$ cat src/rtl/usb20sr_refdes_nios2_qsys_0_oci_dct_packer.sv
// OCI direct-capture trace packer: packs 2-bit trace symbols into 30-bit words,
// hands them off through a one-entry valid/ready register, and sequences end-of-test.
module usb20sr_refdes_nios2_qsys_0_oci_dct_packer #(
  parameter int SYM_W  = 2,
  parameter int SLOTS  = 15,
  parameter int DROP_W = 8
) (
  input  logic                     clk,
  input  logic                     reset_n,
  input  logic                     sym_valid,
  input  logic [SYM_W-1:0]         sym_data,
  input  logic                     flush,
  input  logic                     stop,
  input  logic                     out_ready,
  output logic                     out_valid,
  output logic [SYM_W*SLOTS-1:0]   out_buffer,
  output logic [3:0]               out_count,
  output logic [SYM_W*SLOTS-1:0]   dct_buffer,
  output logic [3:0]               dct_count,
  output logic                     test_ending,
  output logic                     test_has_ended,
  output logic                     overflow,
  output logic [DROP_W-1:0]        drop_count
);

  localparam int BUF_W = SYM_W * SLOTS;

  typedef enum logic [1:0] {ST_RUN, ST_DRAIN, ST_ENDING, ST_ENDED} state_t;

  state_t              state_q, state_d;
  logic [BUF_W-1:0]    acc_q, acc_d;
  logic [3:0]          cnt_q, cnt_d;
  logic                out_valid_q, out_valid_d;
  logic [BUF_W-1:0]    out_buf_q, out_buf_d;
  logic [3:0]          out_cnt_q, out_cnt_d;
  logic                flush_pend_q, flush_pend_d;
  logic                overflow_q, overflow_d;
  logic [DROP_W-1:0]   drop_q, drop_d;

  logic                transfer, slot_free, sym_take, flush_run, flush_req;
  logic                full, append, complete, handoff;
  logic [BUF_W-1:0]    post_acc;
  logic [3:0]          post_cnt;

  function automatic logic [DROP_W-1:0] sat_inc(input logic [DROP_W-1:0] v);
    return (&v) ? v : v + 1'b1;
  endfunction

  always_comb begin
    transfer  = out_valid_q && out_ready;
    slot_free = !out_valid_q || out_ready;
    sym_take  = sym_valid && (state_q == ST_RUN);
    flush_run = flush && (state_q == ST_RUN);
    flush_req = flush_run || flush_pend_q || (state_q == ST_DRAIN);
    full      = (cnt_q == 4'(SLOTS));
    append    = sym_take && !full;

    post_acc = acc_q;
    post_cnt = cnt_q;
    if (append) begin
      post_acc = acc_q | (BUF_W'(sym_data) << (SYM_W * cnt_q));
      post_cnt = cnt_q + 4'd1;
    end

    complete = (post_cnt == 4'(SLOTS)) || (flush_req && (post_cnt != 4'd0));
    handoff  = complete && slot_free;

    acc_d        = post_acc;
    cnt_d        = post_cnt;
    out_valid_d  = out_valid_q;
    out_buf_d    = out_buf_q;
    out_cnt_d    = out_cnt_q;
    flush_pend_d = flush_pend_q;
    overflow_d   = overflow_q;
    drop_d       = drop_q;

    if (handoff) begin
      out_buf_d    = post_acc;
      out_cnt_d    = post_cnt;
      out_valid_d  = 1'b1;
      flush_pend_d = 1'b0;
      acc_d        = '0;
      cnt_d        = 4'd0;
      // A symbol arriving on a full-word handoff starts the next word.
      if (sym_take && full) begin
        acc_d = BUF_W'(sym_data);
        cnt_d = 4'd1;
      end
    end else begin
      if (transfer) out_valid_d = 1'b0;
      if (flush_run && (post_cnt != 4'd0)) flush_pend_d = 1'b1;
      if (sym_take && full) begin
        overflow_d = 1'b1;
        drop_d     = sat_inc(drop_q);
      end
    end

    state_d = state_q;
    case (state_q)
      ST_RUN:    if (stop) state_d = ST_DRAIN;
      ST_DRAIN:  if ((cnt_q == 4'd0) && !out_valid_q) state_d = ST_ENDING;
      ST_ENDING: state_d = ST_ENDED;
      default:   state_d = ST_ENDED;
    endcase
  end

  always_ff @(posedge clk or negedge reset_n) begin
    if (!reset_n) begin
      state_q      <= ST_RUN;
      acc_q        <= '0;
      cnt_q        <= '0;
      out_valid_q  <= 1'b0;
      out_buf_q    <= '0;
      out_cnt_q    <= '0;
      flush_pend_q <= 1'b0;
      overflow_q   <= 1'b0;
      drop_q       <= '0;
    end else begin
      state_q      <= state_d;
      acc_q        <= acc_d;
      cnt_q        <= cnt_d;
      out_valid_q  <= out_valid_d;
      out_buf_q    <= out_buf_d;
      out_cnt_q    <= out_cnt_d;
      flush_pend_q <= flush_pend_d;
      overflow_q   <= overflow_d;
      drop_q       <= drop_d;
    end
  end

  assign out_valid      = out_valid_q;
  assign out_buffer     = out_buf_q;
  assign out_count      = out_cnt_q;
  assign dct_buffer     = acc_q;
  assign dct_count      = cnt_q;
  assign test_ending    = (state_q == ST_ENDING);
  assign test_has_ended = (state_q == ST_ENDED);
  assign overflow       = overflow_q;
  assign drop_count     = drop_q;

endmodule

$ cat config.mk
export PLATFORM = sky130hd
export DESIGN_NAME = usb20sr_refdes_nios2_qsys_0_oci_dct_packer
export DESIGN_NICKNAME = d
export VERILOG_FILES = /design/src/rtl/usb20sr_refdes_nios2_qsys_0_oci_dct_packer.sv
export SDC_FILE = /design/constraint.sdc
export NUM_CORES = 1
export LEC_CHECK = 0
export BUFFER_PORTS_ARGS = -buffer_cell sky130_fd_sc_hd__buf_2
export CORE_AREA = 4 4 103 76
export DETAILED_ROUTE_END_ITERATION = 16
export DIE_AREA = 0 0 107 80
export PLACE_DENSITY = 0.78
export SLEW_MARGIN = 15
export SYNTH_ARGS = -nofsm -noshare
export SYNTH_HDL_FRONTEND = slang
export SYNTH_SLANG_ARGS = --single-unit
$ cat constraint.sdc
create_clock -name clk -period 2.8 [get_ports clk]
set_clock_uncertainty 0.05 [all_clocks]
set_input_delay 0.28 -clock clk [delete_from_list [all_inputs] [get_ports clk]]
set_output_delay 0.28 -clock clk [all_outputs]
set_load 0.01 [all_outputs]
==> summary.md <==
| Metric | Value |
|---|---|
| Status | `finished clean` |
| Reg2Reg Setup Slack | `~260 ps` |
| Seq cells post-synth | `81` |
| Antenna viol nets, final | `0` |
| Synth Warn # | `0` |
| Sw frac | `34.4%` |
| # setup viols final | `0` |
| Post-synth EDFFs | `0` |
| Max cap viols | `0` |
| Die W | `between 100 and 150 um` |
| Worst rel slew slack | `33.3%` |
| Period utilisation layout | `approximately nine tenths` |
| Port Buffer Count | `87` |
| Crit path cell chain | `inv_1 > ha_1 > or4_1 > a221o_1 > nor2b_4 > buf_12 > mux2i_1` |
| Layout area overhead | `21.5%` |
| Vias in the first global route | `2674` |
| Core Area | `6690 sq um` |
| Mapped Area | `3540 sq um` |
| Reg power frac | `between 40% and 50%` |
| Reg-to-reg startpoint | `dct_count[0]$_DFF_PN0_` |
| Final hold vios | `0` |
| Die H | `80 um` |
| Leading cell types in the layout, fill and taps excluded | `86 x buf_2, 81 x dfrtp_1, 38 x mux2i_1` |
| Htree depth | `3` |
| CP Class | `reg -> reg` |
| Register area share after synthesis | `between 50 and 60%` |
| DP HPWL | `approximately 6000 um` |
| CTS tree | `done` |
| # diodes | `0` |
| CP startpoint kind | `register` |
| Total global-route track usage | `21.0%` |
| Site Rows | `25` |
| Top cell type's share of synthesized area | `approximately 57%` |
| Clk sinks | `81` |
| Pin count of the biggest net entering global routing | `82` |
| Min cycle time layout | `2540 ps` |
| CP Max Fanout | `43` |
| Post-CTS Resized | `0` |
| Longest Clk Path Bufs | `2` |
| Switching Power | `1.17 mW` |
| Worst setup EP type | `register` |
| GP Congestion | `0.773` |
| Hold Buf Count CTS | `0` |
| First-pass GRT wire length | `13700 um` |
| Mean Syn Cell Area | `11.0 sq um` |
| Pwr/cell area | `796 nW/um^2` |
| Clk pwr share | `24.3%` |
| Die area | `8560 sq um` |
| CP peak stage delay | `a little over 500 ps` |
| Dominant cells by area after synthesis | `dfrtp_1 57%, mux2i_1 11%, a21oi_1 4.5%, inv_1 3.8%, nor2_1 3.8%` |
| Residual DRC | `0` |
| DR iter-0 viols | `106` |
| Final wirelength | `8470 um` |
| Comb pwr share | `about 30%` |
| Synthesized Nets | `~330` |
| R2R cell count | `7` |
| Maximum vdd drop | `0.000422 V` |
| Layout cells sized above 1 | `roughly 28%` |
| Final nets | `430` |
| Internal power | `2.24 mW` |
| Postcts setup bufs | `0` |
| Worst Path Arrival | `2720 ps` |
| WL per Instance | `16.4 um` |
| Worst-Margin Slew | `1000 ps` |
| Distinct cells, synth | `40` |
| Post-synth top flop | `dfrtp_1` |
| Pwr Total | `3.42 mW` |
| Post-synth ARST share | `100%` |
| Met3 usage | `8.33%` |
| Setup TNS | `0 ps` |
| Clk root buf | `clkbuf_8` |
| Max Clk Rate | `394 MHz` |
| Initial Util | `52.8%` |
| Met2 Use GR | `a little under 30%` |
| Cell taking the most area after synthesis | `dfrtp_1` |
| Leak | `2.28 nW` |
| Via count | `2723` |
| GRT Residual Overflow | `0` |
| Met1 GRT Util | `29.8%` |
| Worst min-delay path class | `in -> async` |
| CTS Buf Count | `9` |
| DR vias/cell | `5.27` |
| Critical-path top delay cell | `or4_1` |
| Unrepaired setup endpoints after global routing | `false` |
| Slew Viols, Final | `0` |
| Initial antenna violation count | `0` |
| Detailed Routing Iterations Pass 1 | `4` |
| Io pins | `88` |
| Dpl cells | `502` |
| Post-Layout Cell Count | `517` |
| Mapped Cells | `320` |
| Clock slew at reported path FFs | `approximately 80 ps` |
| Most common cell after layout, fill and taps aside | `buf_2` |
| Worst-Skew Late Latency | `350 ps` |
| Grt peak-use layer | `met1` |
| Required @ worst endpoint | `slightly below 3000 ps` |
| R2r endpoint | `out_buffer[3]$_DFFE_PN0N_` |
[metal layers]
| metal | vias to the layer above | share of wire, % |
|---|---|---|
| li1 | 1263 | - |
| met1 | 1332 | 46 |
| met2 | 118 | 43 |
| met3 | 10 | 10 |
| met4 | 0 | 1.2 |
| met5 | - | 0 |
[cells by family (layout without fill, tap and decap cells)]
logic type	after synthesis	count (layout)	synth area share, %
muxes	40	40	11.4
buffers and inverters	48	151	6.37
adders and majority gates	3	3	1.06
AOI/OAI and AO/OA	46	46	7.79
xor gates and xnor gates	8	8	1.98
and+or+nand+nor	94	94	14.1
DFF	81	81	57.3
[how the worst max path moves through the flow]
| stage | from | endpoint | slack (ps) |
|---|---|---|---|
| final | dct_count[0]$_DFF_PN0_ | out_buffer[3]$_DFFE_PN0N_ | 260 |
| after global routing | dct_count[0]$_DFF_PN0_ | out_buffer[14]$_DFFE_PN0N_ | 180 |
| after CTS | dct_count[0]$_DFF_PN0_ | out_buffer[3]$_DFFE_PN0N_ | 290 |
| after detailed placement | dct_count[0]$_DFF_PN0_ | out_buffer[3]$_DFFE_PN0N_ | 290 |
| after global placement | sym_valid | out_buffer[20]$_DFFE_PN0N_ | 370 |
| after floorplan | dct_count[0]$_DFF_PN0_ | dct_buffer[19]$_DFF_PN0_ | 240 |
[sequential cells by signal (all words and copies together), names as in the netlist]
signal and flops:
out_buffer 30, overflow 1, dct_count 4, out_valid 1, dct_buffer 30, flush_pend_q 1, state_q 2, out_count 4
drop_count 8
[power groups by stage]
stage                     Sequential [mW]  Combinational [mW]  Clock [mW]
after floorplan                      1.70               0.445           0
after global placement               1.58               0.992           0
after detailed placement             1.58                1.03           0
after CTS                            1.57                1.03       0.846
after global routing                 1.60                1.14       0.898
final                                1.57                1.02       0.829
[worst max-delay path: cells and delay by family, from the launching register on]
| kind | cells | cell delay (ps) |
|---|---|---|
| compound gates | 1 | 420 |
| mux | 1 | 160 |
| fa+ha+maj | 1 | 290 |
| simple gates | 2 | 700 |
| buf+inv | 2 | 370 |
| flops | 1 | 400 |
[cell usage after synthesis (2+ instances only)]
cell type / number
nand2_1: 10
o21bai_1: 2
buf_6: 6
a21oi_1: 32
nor3b_1: 2
xnor2_1: 7
dfrtp_1: 81
and4_1: 2
nand4_1: 3
nand2b_1: 5
ha_1: 3
inv_1: 36
mux2i_1: 38
and3_1: 13
mux2_2: 2
nor2b_1: 4
and2_1: 4
nor2_1: 36
clkbuf_1: 5
a31oi_1: 3
nand3_1: 6
o21ai_0: 2
[layout make-up]
class / count / area, sq um
Clock buffer: 11 / 131
Clock inverter: 4 / 53.8
Fill cell: 583 / 2400
Inverter: 36 / 135
Multi-Input combinational cell: 191 / 1280
Sequential cell: 81 / 2030
Tap cell: 94 / 118
Timing Repair Buffer: 100 / 548
[metrics by stage]
stage	area, sq um	worst slack, ps	hold slack (ps)	utilization [%]
2_1_floorplan	3540	240	-65.6	-
6_report	4300	263	13.3	64.2
3_3_place_gp	4110	368	420	61.4
5_1_grt	4300	183	107	64.2
3_5_place_dp	4110	287	416	61.4
4_1_cts	4300	287	72.4	64.2
Note: power is estimated with default switching activity, not from simulation.
